$ cat src/rtl/shift4_reg_pkg.sv
// +----------------------------------------------------------------------------+
// | shift4_reg_pkg : shared constants for the multiplier operand shift register |
// | Rev 1.0                                                                    |
// +----------------------------------------------------------------------------+
`default_nettype none

package shift4_reg_pkg;

  localparam int DEFAULT_WIDTH = 4;

endpackage : shift4_reg_pkg

`default_nettype wire

$ cat src/rtl/shift4_reg_if.sv
// +----------------------------------------------------------------------------+
// | shift4_reg_if : control, data and observation signals of shift4_reg        |
// | Rev 1.0                                                                    |
// +----------------------------------------------------------------------------+
`default_nettype none

interface shift4_reg_if
  import shift4_reg_pkg::*;
#(
  parameter int WIDTH = DEFAULT_WIDTH
);

  logic             load;
  logic [WIDTH-1:0] loadValue;
  logic             shift;
  logic             shiftIn;
  logic [WIDTH-1:0] shiftReg;
  logic             shiftOut;

  modport master (
    output load, loadValue, shift, shiftIn,
    input  shiftReg, shiftOut
  );

  modport slave (
    input  load, loadValue, shift, shiftIn,
    output shiftReg, shiftOut
  );

endinterface : shift4_reg_if

`default_nettype wire

$ cat src/rtl/shift4_reg.sv
// +----------------------------------------------------------------------------+
// | shift4_reg : parallel-load, right-shifting register with serial in/out     |
// | Rev 1.0                                                                    |
// +----------------------------------------------------------------------------+
`default_nettype none

module shift4_reg
  import shift4_reg_pkg::*;
#(
  parameter int WIDTH = DEFAULT_WIDTH
) (
  input  wire logic       clock,
  input  wire logic       reset,
  shift4_reg_if.slave     bus
);

  logic [WIDTH-1:0] r_shift_reg;
  logic [WIDTH-1:0] w_next;

  // Load takes priority over shift; the old LSB falls off on a shift.
  always_comb begin
    w_next = r_shift_reg;
    if (bus.load) begin
      w_next = bus.loadValue;
    end else if (bus.shift) begin
      w_next = {bus.shiftIn, r_shift_reg[WIDTH-1:1]};
    end
  end

  always_ff @(posedge clock or negedge reset) begin
    if (!reset) begin
      r_shift_reg <= '0;
    end else begin
      r_shift_reg <= w_next;
    end
  end

  assign bus.shiftReg = r_shift_reg;
  assign bus.shiftOut = r_shift_reg[0];

endmodule : shift4_reg

`default_nettype wire

$ cat src/flat_wrapper.sv
// flat-port wrapper written by rule: the top's interface ports become plain ports
module shift4_reg_flat import shift4_reg_pkg::*;
#(
  parameter int WIDTH = DEFAULT_WIDTH
)
  (clock, reset, bus_load, bus_loadValue, bus_shift, bus_shiftIn, bus_shiftReg, bus_shiftOut);
  shift4_reg_if #(.WIDTH(WIDTH)) bus_i ();
  input  wire logic clock;
  input  wire logic reset;
  input wire logic [$bits(bus_i.load)-1:0] bus_load;
  input wire logic [$bits(bus_i.loadValue)-1:0] bus_loadValue;
  input wire logic [$bits(bus_i.shift)-1:0] bus_shift;
  input wire logic [$bits(bus_i.shiftIn)-1:0] bus_shiftIn;
  output wire logic [$bits(bus_i.shiftReg)-1:0] bus_shiftReg;
  output wire logic [$bits(bus_i.shiftOut)-1:0] bus_shiftOut;
  assign bus_i.load = bus_load;
  assign bus_i.loadValue = bus_loadValue;
  assign bus_i.shift = bus_shift;
  assign bus_i.shiftIn = bus_shiftIn;
  assign bus_shiftReg = bus_i.shiftReg;
  assign bus_shiftOut = bus_i.shiftOut;
  shift4_reg #(.WIDTH(WIDTH)) u_core (.clock(clock), .reset(reset), .bus(bus_i));
endmodule
$ cat config.mk
export PLATFORM = sky130hd
export DESIGN_NAME = shift4_reg_flat
export DESIGN_NICKNAME = d
export VERILOG_FILES = /design/src/rtl/shift4_reg_pkg.sv /design/src/rtl/shift4_reg_if.sv /design/src/rtl/shift4_reg.sv /design/src/flat_wrapper.sv
export SDC_FILE = /design/constraint.sdc
export NUM_CORES = 1
export LEC_CHECK = 0
export BUFFER_PORTS_ARGS = -buffer_cell sky130_fd_sc_hd__buf_2
export CORE_AREA = 2 2 39 41
export DETAILED_ROUTE_END_ITERATION = 8
export DIE_AREA = 0 0 41 43
export PLACE_DENSITY = 0.33
export SETUP_SLACK_MARGIN = 0.3
export SYNTH_ARGS = -nofsm -noshare
export SYNTH_HDL_FRONTEND = slang
export SYNTH_SLANG_ARGS = --single-unit
export TNS_END_PERCENT = 100
$ cat constraint.sdc
create_clock -name clock -period 2.2 [get_ports clock]
set_clock_uncertainty 0.2 [all_clocks]
set_input_delay 0.55 -clock clock [delete_from_list [all_inputs] [get_ports clock]]
set_output_delay 0.55 -clock clock [all_outputs]
set_load 0.02 [all_outputs]
==> qor.yml <==
p_sw_w: 0.0000604
slew-limit-headroom_pct: 90.6
drt-initial-drc-count: 0
antenna_cells: 0
critPathLaunchType: "flop"
wire_per_inst_um: 9.53
power.density_nw_per_um2: 760
ant_nets: 0
crit_path_top_delay_cell: "dfrtp_1"
critPathBufInv: 1
final_cell_mix: "buf_2 (13), mux2i_1 (4), nand2_1 (4), o21ai_1 (4), dfrtp_1 (4)"
synth_top_area_share_pct: 51.6
crit_family: "flip-flops"
setup_ws_ps: 670
p_leak_nw: 0.157
grt_max_degree: 9
area_delta_synth_final_pct: 51.0
total_power_w: 0.000222
ir_worst_vdd_mv: 0.130
clk_pin_slew_worst_paths_ps: 40
hold_path_class: "primary input to flop"
yosysUniqueCellTypes: 6
yosys.area.top_type: "dfrtp_1"
synth_seq_cells: 4
core_um2: 1380
ys_warn_count: 0
clk_latency_ps: 230
rows: 14
preCtsSetupSlack_ps: 887
wl_um: 467
post-route-util_pct: 21.2
outcome: "complete, no violations"
syn-instance-count: 18
yosys-top-cells-area: "dfrtp_1 (52%), mux2i_1 (21%), o21ai_1 (10%), nand2_1 (7.7%), buf_6 (5.8%)"
numPortBuffers: 13
die_area_um2: 1760
root_buffer: "clkbuf_4"
cap_violations: 0
drive_gt1_share_pct: 48.5
fmaxAchievable_mhz: 654
largest_reg_flops: 4
crit_arrival_ps: 780
htreeDepth: 1
power_frac_seq_pct: 38.8
p_sw_share_pct: 27.2
drtPass1Iterations: 1
numCtsBuffers: 3
setup_tns_ps: 0
setup.worst_path.class: "flop to output pin"
final_common_cell: "buf_2"
start_util_pct: 14.0
grt_pass1_wl_um: 655
netlist_area_um2: 194
drc_errors: 0
critPathMaxStageDelay_ps: 380
power_frac_clock_pct: 40.4
period_share_pct: 69.5
syn-num-nets: 27
synth-seq-area-share_pct: 51.6
routed-via-count: 182
combPwrFrac_pct: 20.8
cts_buffer_depth: 2
grt_pass1_vias: 193
path_cells: "buf_2"
overflow: 0
crit_path_end_kind: "output pin"
die_width_um: 41
cts_tree: "yes"
setup_viol: 0
antenna_found_initial: 0
layout.nets: 44
avgViaCountPerCell: 3.71
pin_count: 14
clkSinkCount: 4
internal_power_w: 0.000162
grt_usage_pct: 6.25
hold_violations: 0
slew_violations: 0
finalCriticalPeriod_ps: 1530
cp.required_ps: 1450
path_max_fanout: 3
rsz0062_at_grt: "false"
gp_congestion: 0.648
max_slew.worst_pin.slew_ps: 137
avgSynthCellArea_um2: 10.8
die_h_um: 43
-- power by group through the flow --
stage          logic [W]  registers, W  clock network (W)
2_1_floorplan  0.0000193     0.0000966                  0
3_3_place_gp   0.0000457     0.0000874                  0
3_5_place_dp   0.0000458     0.0000876                  0
4_1_cts        0.0000473     0.0000866          0.0000945
5_1_grt        0.0000499     0.0000877          0.0000983
6_report       0.0000462     0.0000863          0.0000899
-- cell usage after synthesis --
library cell  n
buf_4         1
buf_6         1
mux2i_1       4
nand2_1       4
o21ai_1       4
dfrtp_1       4
-- worst reg2reg max path, cell delays in order, from the launching register on --
cell	delay, ps
dfrtp_1	380
mux2i_1	150
o21ai_1	80
-- layout make-up --
cell class,count,area (um2)
repair buffers,14,75.1
clock buffers,3,22.5
fillers,158,1090
well taps,16,20.0
flip-flops and latches,4,100
multi-input cells,12,75.1
-- metrics by stage --
| step | cell area, um2 | instances | hold WS (ps) |
|---|---|---|---|
| 2_1_floorplan | 194 | 18 | 54.4 |
| 3_3_place_gp | 260 | 45 | 159 |
| 3_5_place_dp | 260 | 45 | 162 |
| 4_1_cts | 293 | 49 | 322 |
| 5_1_grt | 293 | 49 | 329 |
| 6_report | 293 | 49 | 328 |
-- cell families (layout without fill, tap and decap cells) --
| group | count (synthesis) | after routing | synth area share (%) |
|---|---|---|---|
| AOI/OAI and AO/OA | 4 | 4 | 10.3 |
| buffers and inverters | 2 | 17 | 9.68 |
| DFF | 4 | 4 | 51.6 |
| muxes | 4 | 4 | 20.6 |
| and+or+nand+nor | 4 | 4 | 7.74 |
-- worst paths after layout --
path / from / end / slack, ps / cells after the start
worst max-delay path: u_core.bus.shiftReg[2] / bus_shiftReg[2] / 670 / 1
worst min-delay path: bus_loadValue[3] / u_core.bus.shiftReg[3] / 330 / 3
worst max register to register: u_core.bus.shiftReg[1] / u_core.bus.shiftReg[0] / 1270 / 2
worst min register to register: u_core.bus.shiftReg[1] / u_core.bus.shiftReg[1] / 370 / 2
max in group asynchronous: reset / u_core.bus.shiftReg[0] / 1230 / 2
min in group asynchronous: reset / u_core.bus.shiftReg[3] / 450 / 2
-- routing by layer --
metal  share of wire [%]  track usage [%]
met5                   0                0
met4                   0             8.00
met3                  13             3.14
met2                  57             9.38
met1                  30             4.56
-- what timing repair did --
item,4_1_cts,5_1_grt
hold endpoints to repair,4,0
setup buffers,0,0
gates resized for setup,0,0
hold buffers,1,0
Note: power is estimated with default switching activity, not from simulation.
